--- src/rtl/bus_pkg.sv ---
// ---------------------------------------------------------------------------
// bus_pkg
// Shared types for the peripheral bus and its two-master arbiter.
//   Word_t      : 32-bit bus data/address word
//   ByteMask_t  : per-byte write enable for one word
//   ArbState_t  : grant FSM states (no owner, m0 owns, m1 owns)
//   MasterId_t  : identifies one of the two upstream masters
// ---------------------------------------------------------------------------
package bus_pkg;

  typedef logic [31:0] Word_t;
  typedef logic [3:0]  ByteMask_t;

  typedef enum logic [1:0] {
    ARB_IDLE = 2'd0,
    ARB_OWN0 = 2'd1,
    ARB_OWN1 = 2'd2
  } ArbState_t;

  typedef logic MasterId_t;

  localparam MasterId_t MASTER_M0 = 1'b0;
  localparam MasterId_t MASTER_M1 = 1'b1;

  // A master is asking for the bus whenever it drives either strobe.
  function automatic logic bus_req(input logic read, input logic write);
    return read | write;
  endfunction

endpackage

--- src/rtl/bus_if.sv ---
// ---------------------------------------------------------------------------
// Bus_if
// Simple single-cycle-capable peripheral bus with slave-driven stall.
//   master side drives : address, read, write, data_wr, mask
//   slave side drives  : stall, data_rd, data_rd_2
// A transfer completes on a cycle where read|write is high and stall is low.
// ---------------------------------------------------------------------------
interface Bus_if;

  bus_pkg::Word_t     address;
  logic               read;
  logic               write;
  bus_pkg::Word_t     data_wr;
  bus_pkg::ByteMask_t mask;
  logic               stall;
  bus_pkg::Word_t     data_rd;
  bus_pkg::Word_t     data_rd_2;

  modport master (
    output address, read, write, data_wr, mask,
    input  stall, data_rd, data_rd_2
  );

  modport slave (
    input  address, read, write, data_wr, mask,
    output stall, data_rd, data_rd_2
  );

endinterface

--- src/rtl/bus_watchdog.sv ---
// ---------------------------------------------------------------------------
// bus_watchdog
// Counts consecutive cycles in which the current bus owner is stalled by the
// downstream slave. The count saturates at WDOG_LIMIT and a sticky timeout
// flag is raised on the edge where the count reaches the limit. Only reset
// clears the flag.
// Ports:
//   clk     : system clock
//   rst_n   : synchronous active-low reset
//   busy    : owner is requesting and the slave is stalling this cycle
//   timeout : sticky watchdog flag
// ---------------------------------------------------------------------------
module bus_watchdog #(
  parameter int WDOG_LIMIT = 1024,
  parameter int WDOG_WIDTH = $clog2(WDOG_LIMIT + 1)
) (
  input  logic clk,
  input  logic rst_n,
  input  logic busy,
  output logic timeout
);

  localparam logic [WDOG_WIDTH-1:0] LIMIT_C    = WDOG_WIDTH'(WDOG_LIMIT);
  localparam logic [WDOG_WIDTH-1:0] LIMIT_M1_C = WDOG_WIDTH'(WDOG_LIMIT - 1);

  logic [WDOG_WIDTH-1:0] count;

  // Any cycle that is not a stalled owner cycle (completion, idle owner, no
  // owner) restarts the count. The flag is set on the same edge the count
  // arrives at the limit, so it is visible right after the last stalled cycle.
  always_ff @(posedge clk) begin
    if (!rst_n) begin
      count   <= '0;
      timeout <= 1'b0;
    end else if (!busy) begin
      count <= '0;
    end else begin
      if (count != LIMIT_C) begin
        count <= count + WDOG_WIDTH'(1);
      end
      if (count >= LIMIT_M1_C) begin
        timeout <= 1'b1;
      end
    end
  end

endmodule

--- src/rtl/bus_arbiter_2m.sv ---
// ---------------------------------------------------------------------------
// bus_arbiter_2m
// Shares one downstream Bus_if slave between an instruction-fetch master (m0)
// and a data master (m1). A registered round-robin grant parks on the last
// owner and only moves at transfer boundaries; the non-owner is held off
// through its stall signal.
// Ports:
//   clk, rst_n  : clock and synchronous active-low reset
//   m0, m1      : upstream master ports (we act as their slave)
//   s           : shared downstream bus (we act as its master)
//   owner       : current grant, 0 = m0, 1 = m1
//   grant_valid : set once any master has been granted since reset
//   bus_timeout : sticky downstream-stall watchdog flag
// ---------------------------------------------------------------------------
module bus_arbiter_2m
  import bus_pkg::*;
#(
  parameter int WDOG_LIMIT = 1024,
  parameter int WDOG_WIDTH = $clog2(WDOG_LIMIT + 1)
) (
  input  logic  clk,
  input  logic  rst_n,
  Bus_if.slave  m0,
  Bus_if.slave  m1,
  Bus_if.master s,
  output logic  owner,
  output logic  grant_valid,
  output logic  bus_timeout
);

  ArbState_t state;
  ArbState_t state_next;
  logic      req0;
  logic      req1;
  logic      own_req;
  logic      own_busy;

  assign req0 = bus_req(m0.read, m0.write);
  assign req1 = bus_req(m1.read, m1.write);

  // The owner's request gates everything else: a stalled request is a
  // transfer in flight, anything else is a boundary where the grant may move.
  always_comb begin
    own_req = 1'b0;
    case (state)
      ARB_OWN0: own_req = req0;
      ARB_OWN1: own_req = req1;
      default:  own_req = 1'b0;
    endcase
  end

  assign own_busy = own_req & s.stall;

  // Next grant. From IDLE the data master wins a tie. From an owner state the
  // grant moves to the other master only when the owner is not mid-transfer,
  // which covers completion, an idle parked owner and an abandoned request.
  always_comb begin
    state_next = state;
    case (state)
      ARB_IDLE: begin
        if (req1)      state_next = ARB_OWN1;
        else if (req0) state_next = ARB_OWN0;
      end
      ARB_OWN0: begin
        if (!own_busy && req1) state_next = ARB_OWN1;
      end
      ARB_OWN1: begin
        if (!own_busy && req0) state_next = ARB_OWN0;
      end
      default: state_next = ARB_IDLE;
    endcase
  end

  // Grant registers. owner and grant_valid are registered alongside the state
  // so they change on exactly the same edge as the grant itself.
  always_ff @(posedge clk) begin
    if (!rst_n) begin
      state       <= ARB_IDLE;
      owner       <= MASTER_M0;
      grant_valid <= 1'b0;
    end else begin
      state <= state_next;
      owner <= (state_next == ARB_OWN1) ? MASTER_M1 : MASTER_M0;
      if (state_next != ARB_IDLE) begin
        grant_valid <= 1'b1;
      end
    end
  end

  // Bus steering from the registered grant. The owner is wired straight to
  // the slave so a parked owner pays no extra latency; a non-owner just sees
  // its own request reflected back as stall.
  always_comb begin
    s.address    = '0;
    s.read       = 1'b0;
    s.write      = 1'b0;
    s.data_wr    = '0;
    s.mask       = '0;
    m0.stall     = req0;
    m0.data_rd   = '0;
    m0.data_rd_2 = '0;
    m1.stall     = req1;
    m1.data_rd   = '0;
    m1.data_rd_2 = '0;
    case (state)
      ARB_OWN0: begin
        s.address    = m0.address;
        s.read       = m0.read;
        s.write      = m0.write;
        s.data_wr    = m0.data_wr;
        s.mask       = m0.mask;
        m0.stall     = s.stall;
        m0.data_rd   = s.data_rd;
        m0.data_rd_2 = s.data_rd_2;
      end
      ARB_OWN1: begin
        s.address    = m1.address;
        s.read       = m1.read;
        s.write      = m1.write;
        s.data_wr    = m1.data_wr;
        s.mask       = m1.mask;
        m1.stall     = s.stall;
        m1.data_rd   = s.data_rd;
        m1.data_rd_2 = s.data_rd_2;
      end
      default: ;
    endcase
  end

  bus_watchdog #(
    .WDOG_LIMIT(WDOG_LIMIT),
    .WDOG_WIDTH(WDOG_WIDTH)
  ) u_watchdog (
    .clk    (clk),
    .rst_n  (rst_n),
    .busy   (own_busy),
    .timeout(bus_timeout)
  );

endmodule
--- src/flat_wrapper.sv ---
// flat-port wrapper written by rule: the top's interface ports become plain ports
module bus_arbiter_2m_flat import bus_pkg::*;
#(
  parameter int WDOG_LIMIT = 1024,
  parameter int WDOG_WIDTH = $clog2(WDOG_LIMIT + 1)
)
  (clk, rst_n, owner, grant_valid, bus_timeout, m0_address, m0_read, m0_write, m0_data_wr, m0_mask, m0_stall, m0_data_rd, m0_data_rd_2, m1_address, m1_read, m1_write, m1_data_wr, m1_mask, m1_stall, m1_data_rd, m1_data_rd_2, s_address, s_read, s_write, s_data_wr, s_mask, s_stall, s_data_rd, s_data_rd_2);
  Bus_if m0_i ();
  Bus_if m1_i ();
  Bus_if s_i ();
  input  logic clk;
  input  logic rst_n;
  output logic owner;
  output logic grant_valid;
  output logic bus_timeout;
  input wire logic [$bits(m0_i.address)-1:0] m0_address;
  input wire logic [$bits(m0_i.read)-1:0] m0_read;
  input wire logic [$bits(m0_i.write)-1:0] m0_write;
  input wire logic [$bits(m0_i.data_wr)-1:0] m0_data_wr;
  input wire logic [$bits(m0_i.mask)-1:0] m0_mask;
  output wire logic [$bits(m0_i.stall)-1:0] m0_stall;
  output wire logic [$bits(m0_i.data_rd)-1:0] m0_data_rd;
  output wire logic [$bits(m0_i.data_rd_2)-1:0] m0_data_rd_2;
  input wire logic [$bits(m1_i.address)-1:0] m1_address;
  input wire logic [$bits(m1_i.read)-1:0] m1_read;
  input wire logic [$bits(m1_i.write)-1:0] m1_write;
  input wire logic [$bits(m1_i.data_wr)-1:0] m1_data_wr;
  input wire logic [$bits(m1_i.mask)-1:0] m1_mask;
  output wire logic [$bits(m1_i.stall)-1:0] m1_stall;
  output wire logic [$bits(m1_i.data_rd)-1:0] m1_data_rd;
  output wire logic [$bits(m1_i.data_rd_2)-1:0] m1_data_rd_2;
  output wire logic [$bits(s_i.address)-1:0] s_address;
  output wire logic [$bits(s_i.read)-1:0] s_read;
  output wire logic [$bits(s_i.write)-1:0] s_write;
  output wire logic [$bits(s_i.data_wr)-1:0] s_data_wr;
  output wire logic [$bits(s_i.mask)-1:0] s_mask;
  input wire logic [$bits(s_i.stall)-1:0] s_stall;
  input wire logic [$bits(s_i.data_rd)-1:0] s_data_rd;
  input wire logic [$bits(s_i.data_rd_2)-1:0] s_data_rd_2;
  assign m0_i.address = m0_address;
  assign m0_i.read = m0_read;
  assign m0_i.write = m0_write;
  assign m0_i.data_wr = m0_data_wr;
  assign m0_i.mask = m0_mask;
  assign m0_stall = m0_i.stall;
  assign m0_data_rd = m0_i.data_rd;
  assign m0_data_rd_2 = m0_i.data_rd_2;
  assign m1_i.address = m1_address;
  assign m1_i.read = m1_read;
  assign m1_i.write = m1_write;
  assign m1_i.data_wr = m1_data_wr;
  assign m1_i.mask = m1_mask;
  assign m1_stall = m1_i.stall;
  assign m1_data_rd = m1_i.data_rd;
  assign m1_data_rd_2 = m1_i.data_rd_2;
  assign s_address = s_i.address;
  assign s_read = s_i.read;
  assign s_write = s_i.write;
  assign s_data_wr = s_i.data_wr;
  assign s_mask = s_i.mask;
  assign s_i.stall = s_stall;
  assign s_i.data_rd = s_data_rd;
  assign s_i.data_rd_2 = s_data_rd_2;
  bus_arbiter_2m #(.WDOG_LIMIT(WDOG_LIMIT), .WDOG_WIDTH(WDOG_WIDTH)) u_core (.clk(clk), .rst_n(rst_n), .m0(m0_i), .m1(m1_i), .s(s_i), .owner(owner), .grant_valid(grant_valid), .bus_timeout(bus_timeout));
endmodule
--- config.mk ---
export PLATFORM = sky130hd
export DESIGN_NAME = bus_arbiter_2m_flat
export DESIGN_NICKNAME = d
export VERILOG_FILES = /design/src/rtl/bus_pkg.sv /design/src/rtl/bus_if.sv /design/src/rtl/bus_watchdog.sv /design/src/rtl/bus_arbiter_2m.sv /design/src/flat_wrapper.sv
export SDC_FILE = /design/constraint.sdc
export NUM_CORES = 1
export LEC_CHECK = 0
export ABC_AREA = 1
export CORE_AREA = 3 3 158 160
export DETAILED_ROUTE_END_ITERATION = 12
export DIE_AREA = 0 0 161 163
export GPL_ROUTABILITY_DRIVEN = 0
export PLACE_DENSITY = 0.5
export SYNTH_ARGS = -nofsm -noshare
export SYNTH_HDL_FRONTEND = slang
export SYNTH_SLANG_ARGS = --single-unit
export TNS_END_PERCENT = 100
--- constraint.sdc ---
create_clock -name clk -period 4.1 [get_ports clk]
set_input_delay 0.82 -clock clk [delete_from_list [all_inputs] [get_ports clk]]
set_output_delay 0.82 -clock clk [all_outputs]
set_load 0.05 [all_outputs]
==> results of run 1 <==
cell type report:
cell class / count / share of cell area, %
Timing Repair Buffer: 417 / 56.4
Multi-Input combinational cell: 421 / 25.3
Inverter: 153 / 7.69
Tap cell: 319 / 5.34
Sequential cell: 16 / 4.29
Clock buffer: 3 / 1.00
worst max-delay path by stage:
stage / startpoint / to / slack, ns / cells past startpoint
6_report: u_core.state[1] / s_address[9] / 0.52 / 6
5_1_grt: u_core.state[1] / s_address[9] / 0.36 / 6
4_1_cts: u_core.state[1] / s_address[9] / 0.50 / 6
3_5_place_dp: m1_write / m1_stall / 0.59 / 6
3_3_place_gp: m1_write / m1_stall / 0.58 / 6
2_1_floorplan: u_core.state[0] / m1_stall / 1.17 / 5
logic make-up (layout without fill, tap and decap cells):
group	Yosys count	count (layout)	share of synthesized area, %
compound gates	90	90	15.9
flops	16	16	10.9
fa+ha+maj	6	6	2.56
buf+inv	190	573	25.6
simple gates	323	323	44.4
xor+xnor	2	2	0.597
placed cells by master (no fill, tap or decap), types with 2 or more instances in the layout:
| cell type | netlist | routed |
|---|---|---|
| a21oi_1 | 79 | 79 |
| buf_12 | 0 | 5 |
| buf_4 | 0 | 3 |
| clkbuf_16 | 0 | 3 |
| clkdlybuf4s50_1 | 0 | 409 |
| dfxtp_1 | 16 | 16 |
| ha_1 | 6 | 4 |
| ha_4 | 0 | 2 |
| inv_1 | 150 | 150 |
| inv_2 | 3 | 3 |
| nand2_1 | 290 | 290 |
| nand2_2 | 5 | 5 |
| nand3_1 | 8 | 8 |
| nand3_2 | 2 | 2 |
| nor2_1 | 8 | 8 |
| nor2_2 | 2 | 2 |
| nor3_1 | 3 | 3 |
| o21ai_0 | 4 | 4 |
| o21ai_1 | 3 | 3 |
| xor2_1 | 2 | 2 |
metrics by stage:
step | worst slack, ns | total power [µW] | cell area, µm² | hold slack (ns)
after detailed placement | 0.591 | 1650 | 7400 | 0.461
after global routing | 0.363 | 1920 | 7470 | 0.509
after floorplan | 1.17 | 1020 | 2930 | 0.465
after global placement | 0.582 | 1660 | 7400 | 0.465
after CTS | 0.503 | 1850 | 7470 | 0.482
final | 0.519 | 1820 | 7470 | 0.481
flip-flops by register name, indices dropped and copies added, names as in the netlist:
register	cells
u_core.u_watchdog.count	11
u_core.state	2
u_core.grant_valid	1
u_core.owner	1
u_core.u_watchdog.timeout	1
power breakdown:
part           internal [µW]  switching [µW]  total, µW
Combinational            528             936       1460
Sequential               163            6.43        170
Clock                    128            59.5        187
Total                    819            1000       1820
per-layer routing:
metal	global-route usage (%)	part of all wire, %	vias to the layer above
met5	0	0	-
met4	1.76	1.1	0
met3	3.00	8.3	13
met2	23.8	52	205
met1	14.8	39	2063
li1	-	-	2579
worst min-delay path: stages, from the launching register on:
cell and delay (ns):
dfxtp_1 0.33, nand2_1 0.05, nand3_1 0.07
==> results.yml, run 1 <==
worst_setup_path:
  r2r_start: "u_core.state[1]"
  cp-start-kind: "flop"
  worst-endpoint-required_ns: 3.28
  cp_cell_sequence: "inv_1 > ha_4 > buf_12 > nand2_1 > a21oi_1 > clkdlybuf4s50_1"
  rr_endpoint: "u_core.grant_valid"
  ff2ff_setup_slack_ns: 2.07
  cpPeakStageDelay_ns: 0.86
  worstSetupPathType: "reg -> out"
  critPathCaptureType: "primary output"
  slowest_stage: "clkdlybuf4s50_1"
  critical_path_arrival_ns: 2.76
  cpLargestDelayFamily: "buffers and inverters"
  critPathBufInv: 3
  r2r_cells: 12
  critPathMaxFanout: 50
sta:
  setup_violations: 0
  clock.fmax_ghz: 0.279
  relSlewSlack_pct: 59.1
  fin_worst_skew_ns: 0.00103
  min_period_ns: 3.58
  period_share_pct: 87.3
  setup-tns-final_ns: 0
  rsz0062_at_grt: "false"
  maxSlewViolCount: 0
  finalHoldViolCount: 0
  tightestPinTransition_ns: 0.612
yosys:
  synthesis.nets: 840
  yosysSeqAreaShare_pct: 10.9
  syn_area_um2: 2930
  netlist_top_cells_count: "290 x nand2_1, 150 x inv_1, 79 x a21oi_1, 30 x buf_2, 16 x dfxtp_1"
  synth_seq_cells: 16
  async_reset_ff_share_pct: 0
  synth-edff-count: 0
  netlist_instances: 627
  synth_ff_type: "dfxtp_1"
  ys_warn_count: 0
  netlist.area_leader.share_pct: 37.1
  synth.most_common_cell: "nand2_1"
  synth_area_leaders: "nand2_1 37%, inv_1 19%, a21oi_1 13%"
  syn_area_per_cell_um2: 4.68
  synth_cell_types: 26
  yosys.area.top_type: "nand2_1"
layout:
  fin_util_pct: 31.7
  finalNonFillerCells: 1329
  areaGrowthSynthToFinish_pct: 155
  final_nets: 1225
  multi_input_area_um2: 1890
  seqCellArea_um2: 320
  n_antenna_cell: 0
  fill_cells: 2631
  layout-drive-gt1-share_pct: 3.17
route:
  antenna_left: 0
  drtPass1Iterations: 4
  viasPerCell: 3.66
  drt-initial-drc-count: 284
  routed_wl_mm: 18.6
  drc_errors: 0
  wire_per_inst_um: 14.0
  num_vias: 4860
placed_design:
  dpl.cell_count: 1326
  port-buffer-count: 409
  dpl.hpwl_mm: 15.2
clock_tree:
  cts_resized: 0
  clock_sinks: 16
  clk_pin_slew_worst_paths_ns: 0.05
  post_cts.repair.setup_buffers: 0
  cts_buffers: 3
  cts_tree: "built"
  insertion_delay_ns: 0.25
  clock-root-buffer: "clkbuf_16"
  cts_max_path_buffers: 2
  htree_levels: 1
  cts_hold_buf: 0
global_route:
  grt_overflow_total: 0
  grt_first_pass_wirelength_mm: 26.5
  grtUsageTotal_pct: 12.6
  grt_max_degree: 74
  grt_pass1_vias: 4525
  grt_antenna_before_repair: 0
floorplan:
  die_area_um2: 26200
  die_y_um: 163
  initial_core_util_pct: 12.5
  core-area_um2: 23500
  rows: 56
  die_w_um: 161
  io_pins: 410
min_path:
  hold_class: "reg -> reg"
  hold_path_end: "u_core.grant_valid"
  min_from: "u_core.grant_valid"
  holdPathStages: 2
job:
  maxCapViolCount: 0
pwr:
  ir_drop_mv: 0.157
  p_leak_uw: 0.00355
  power_density_nw_per_um2: 244
outcome:
  status: "finished clean"
No activity file was read; power rests on OpenSTA's default activity.
==> inputs of run 2 (changes only) <==
--- a/config.mk
+++ b/config.mk
@@ -6,11 +6,11 @@
 export NUM_CORES = 1
 export LEC_CHECK = 0
 export ABC_AREA = 1
-export CORE_AREA = 3 3 158 160
+export CORE_AREA = 2 2 161 163
 export DETAILED_ROUTE_END_ITERATION = 12
-export DIE_AREA = 0 0 161 163
+export DIE_AREA = 0 0 163 165
 export GPL_ROUTABILITY_DRIVEN = 0
-export PLACE_DENSITY = 0.5
+export PLACE_DENSITY = 0.48
 export SYNTH_ARGS = -nofsm -noshare
 export SYNTH_HDL_FRONTEND = slang
 export SYNTH_SLANG_ARGS = --single-unit
==> results.yml, run 2 (synthesis results as in run 1) <==
global_route:
  grt_first_pass_wirelength_mm: 27.8
  grt_util_met3_pct: 2.66
  grt_util_met2_pct: 24.3
  grtUsageTotal_pct: 13.2
  met1_usage_pct: 16.4
  top_usage_layer: "met2"
  grt_pass1_vias: 4562
  grt_max_degree: 42
  grt_overflow_total: 0
  grt_antenna_before_repair: 0
route:
  drt-initial-drc-count: 235
  viasPerCell: 3.69
  drc_errors: 0
  antenna_left: 0
  num_vias: 4965
  routed_wl_mm: 19.9
  drtPass1Iterations: 4
  wire_per_inst_um: 14.8
sta:
  clock.fmax_ghz: 0.281
  period_share_pct: 86.7
  tightestPinTransition_ns: 0.614
  setup-tns-final_ns: 0
  rsz0062_at_grt: "false"
  setup_violations: 0
  fin_worst_skew_ns: 0.00507
  finalHoldViolCount: 0
  relSlewSlack_pct: 59.0
  maxSlewViolCount: 0
  min_period_ns: 3.56
floorplan:
  core-area_um2: 25000
  die_y_um: 165
  rows: 58
  initial_core_util_pct: 11.7
  io_pins: 410
  die_w_um: 163
  die_area_um2: 26900
clock_tree:
  htree_levels: 1
  clock_sinks: 16
  cts_buffers: 3
  cts_hold_buf: 0
  clock-root-buffer: "clkbuf_16"
  clk_pin_slew_worst_paths_ns: 0.05
  post_cts.repair.setup_buffers: 0
  cts_max_path_buffers: 2
  cts_tree: "built"
  insertion_delay_ns: 0.25
  cts_resized: 0
worst_setup_path:
  worst-endpoint-required_ns: 3.28
  critPathMaxFanout: 31
  critPathCaptureType: "primary output"
  cp-start-kind: "flop"
  r2r_start: "u_core.state[0]"
  cp_cell_sequence: "inv_1 > ha_4 > buf_4 > nand2_1 > a21oi_1 > clkdlybuf4s50_1"
  cpPeakStageDelay_ns: 0.85
  slowest_stage: "clkdlybuf4s50_1"
  worstSetupPathType: "reg -> out"
  critPathLaunch: "u_core.state[1]"
  critical_path_arrival_ns: 2.74
pwr:
  power_frac_clock_pct: 10.1
  seqPwrFrac_pct: 9.2
  switching_share_pct: 55.1
  switchingPower_uw: 1010
  ir_drop_mv: 0.200
  p_comb_share_pct: 80.7
  p_leak_uw: 0.00358
  power_density_nw_per_um2: 245
  internal_power_uw: 827
layout:
  layout-drive-gt1-share_pct: 4.04
  largest_reg_flops: 11
  mostFrequentLayoutCells: "406 x clkdlybuf4s50_1, 290 x nand2_1, 150 x inv_1, 79 x a21oi_1, 16 x dfxtp_1"
  layout_commonest_cell: "clkdlybuf4s50_1"
  top_register: "u_core.u_watchdog.count"
  n_antenna_cell: 0
  final_nets: 1231
  finalNonFillerCells: 1346
  areaGrowthSynthToFinish_pct: 156
  reg.largest.list: "u_core.u_watchdog.count x11, u_core.state x2"
min_path:
  min_from: "u_core.u_watchdog.timeout"
  hold_class: "reg -> reg"
outcome:
  status: "finished clean"
placed_design:
  dpl.hpwl_mm: 16.6
  port-buffer-count: 409
  dpl.cell_count: 1343
job:
  maxCapViolCount: 0
[run 2: changes by cell type in the layout (fill, tap and decap cells not counted), sizes merged]
cell / before / now
buf: 8 / 17
clkdlybuf4s50: 409 / 406
[run 2: worst max-delay path: cells and delay by family, from the launching register on]
family	cells	cell delay (ns)
buffers and inverters	3	1.41
adders and majority gates	1	0.41
DFF	1	0.36
AOI/OAI and AO/OA	1	0.19
and+or+nand+nor	1	0.09
[run 2: power groups by stage]
stage	clock (µW)	sequential, µW	combinational, µW
floorplan	0	185	833
global placement	0	172	1500
detailed placement	0	173	1500
CTS	191	170	1510
global route	196	171	1580
finish	186	170	1480
[run 2: path summary, 6_finish.rpt]
path,slack [ns],depth (start not counted),end
setup / recovery,0.54,6,s_address[0]
hold / removal,0.48,1,u_core.u_watchdog.timeout
setup reg to reg,2.05,12,u_core.grant_valid
hold reg to reg,0.48,1,u_core.u_watchdog.timeout
[run 2: through the flow]
stage	utilization, %	cell area, µm²	total power (µW)	setup WS, ns	hold WS, ns
2_1_floorplan	-	2930	1020	1.17	0.465
4_1_cts	30.0	7510	1870	0.505	0.486
3_5_place_dp	29.7	7440	1670	0.605	0.469
3_3_place_gp	29.7	7440	1670	0.607	0.467
6_report	30.0	7510	1840	0.544	0.483
5_1_grt	30.0	7510	1940	0.387	0.537
[run 2: final cells by class]
| cell class | count | area [µm²] |
|---|---|---|
| multi-input combinational | 421 | 1890 |
| sequential | 16 | 320 |
| fill | 2799 | 17500 |
| timing repair buffer | 423 | 4240 |
| inverter | 153 | 574 |
| tap | 330 | 413 |
| clock buffer | 3 | 75.1 |
[run 2: per-layer routing]
metal | up-vias | routed length [µm]
met3 | 13 | 1470
li1 | 2594 | -
met1 | 2161 | 8130
met4 | 0 | 150
met5 | - | 0
met2 | 197 | 10100
==> inputs of run 3 (changes only) <==
==> constraint.sdc (replaced) <==
create_clock -name clk -period 4.1 [get_ports clk]
set_input_delay 0.82 -clock clk [delete_from_list [all_inputs] [get_ports clk]]
set_output_delay 0.82 -clock clk [all_outputs]
set_load 0.01 [all_outputs]
==> results.yml, run 3 (synthesis results as in run 1) <==
global_route:
  top_usage_layer: "met2"
  grt_pass1_vias: 4364
  grt_max_degree: 80
  grtUsageTotal_pct: 13.1
  met1_usage_pct: 16.5
  grt_first_pass_wirelength_mm: 27.3
  grt_util_met3_pct: 2.24
  grt_util_met2_pct: 23.8
  grt_overflow_total: 0
  grt_antenna_before_repair: 2
route:
  antenna_left: 0
  drtPass1Iterations: 4
  viasPerCell: 3.60
  num_vias: 4828
  wire_per_inst_um: 14.7
  routed_wl_mm: 19.8
  drc_errors: 0
  drt-initial-drc-count: 294
sta:
  min_period_ns: 3.40
  setup_violations: 0
  finalHoldViolCount: 0
  relSlewSlack_pct: 62.9
  setup-tns-final_ns: 0
  fin_worst_skew_ns: 0.00516
  maxSlewViolCount: 0
  clock.fmax_ghz: 0.294
  period_share_pct: 82.9
  rsz0062_at_grt: "false"
  tightestPinTransition_ns: 0.557
worst_setup_path:
  critPathCaptureType: "primary output"
  worstSetupPathType: "reg -> out"
  critPathMaxFanout: 35
  worst-endpoint-required_ns: 3.28
  critical_path_arrival_ns: 2.58
  cp-start-kind: "flop"
clock_tree:
  clk_pin_slew_worst_paths_ns: 0.05
  cts_max_path_buffers: 2
  htree_levels: 1
  post_cts.repair.setup_buffers: 0
  insertion_delay_ns: 0.25
  cts_buffers: 3
  cts_resized: 0
  cts_tree: "built"
  clock-root-buffer: "clkbuf_16"
  clock_sinks: 16
  cts_hold_buf: 0
floorplan:
  core-area_um2: 25000
  die_area_um2: 26900
  die_w_um: 163
  die_y_um: 165
  rows: 58
  io_pins: 410
  initial_core_util_pct: 11.7
layout:
  largest_reg_flops: 11
  layout_commonest_cell: "clkdlybuf4s50_1"
  fin_util_pct: 29.9
  final_nets: 1225
  reg.largest.list: "u_core.u_watchdog.count x11, u_core.state x2"
  top_register: "u_core.u_watchdog.count"
  areaGrowthSynthToFinish_pct: 155
  mostFrequentLayoutCells: "409 x clkdlybuf4s50_1, 290 x nand2_1, 150 x inv_1, 79 x a21oi_1, 16 x dfxtp_1"
  layout-drive-gt1-share_pct: 3.26
placed_design:
  port-buffer-count: 409
  dpl.hpwl_mm: 16.2
pwr:
  ir_drop_mv: 0.131
  p_leak_uw: 0.00355
  power_density_nw_per_um2: 185
  p_total_uw: 1380
job:
  maxCapViolCount: 0
outcome:
  status: "finished clean"
min_path:
  hold_class: "reg -> reg"
==> run 3: changes by cell type in the layout (fill, tap and decap cells not counted), sizes merged <==
cell,before,now
buf,17,8
clkbuf,3,4
clkdlybuf4s50,406,409
diode,0,1
==> run 3: path summary, 6_finish.rpt <==
path | start | end | slack (ns) | cells past startpoint
worst min-delay path | u_core.u_watchdog.timeout | u_core.u_watchdog.timeout | 0.48 | 1
worst max-delay path | u_core.state[1] | s_data_wr[4] | 0.70 | 6
worst max register to register | u_core.state[1] | u_core.grant_valid | 1.80 | 12
worst min register to register | u_core.u_watchdog.timeout | u_core.u_watchdog.timeout | 0.48 | 1
==> run 3: worst max-delay path, stage by stage, from the launching register on <==
cell	delay, ns
dfxtp_1	0.36
inv_1	0.15
ha_4	0.46
buf_4	0.44
nand2_1	0.11
a21oi_1	0.19
clkdlybuf4s50_1	0.60
==> run 3: area by class of cell <==
| class | count | area [µm²] |
|---|---|---|
| inverters | 153 | 574 |
| repair buffers | 417 | 4190 |
| clock buffers | 4 | 88.8 |
| flip-flops and latches | 16 | 320 |
| diodes | 1 | 2.50 |
| well taps | 330 | 413 |
| fillers | 2780 | 17600 |
| multi-input cells | 421 | 1890 |
==> run 3: report_power, final <==
part / total (µW) / switching (µW) / internal, µW
clock network: 210 / 62.2 / 148
logic: 1000 / 480 / 523
registers: 170 / 7.25 / 163
==> run 3: through the flow <==
stage               instance area (µm²)  hold slack [ns]  cells  worst slack, ns
finish                             7480            0.479   1342            0.702
floorplan                          2930            0.465    627             1.99
global route                       7470            0.519   1341            0.521
detailed placement                 7390            0.476   1337            0.779
CTS                                7470            0.488   1341            0.675
global placement                   7390            0.473   1337            0.738
==> run 3: routing by layer <==
layer  vias to the layer above  share of wire [%]
li1                       2585                  -
met1                      2044                 41
met2                       189                 51
met3                        10                7.6
met4                         0               0.83
met5                         -                  0
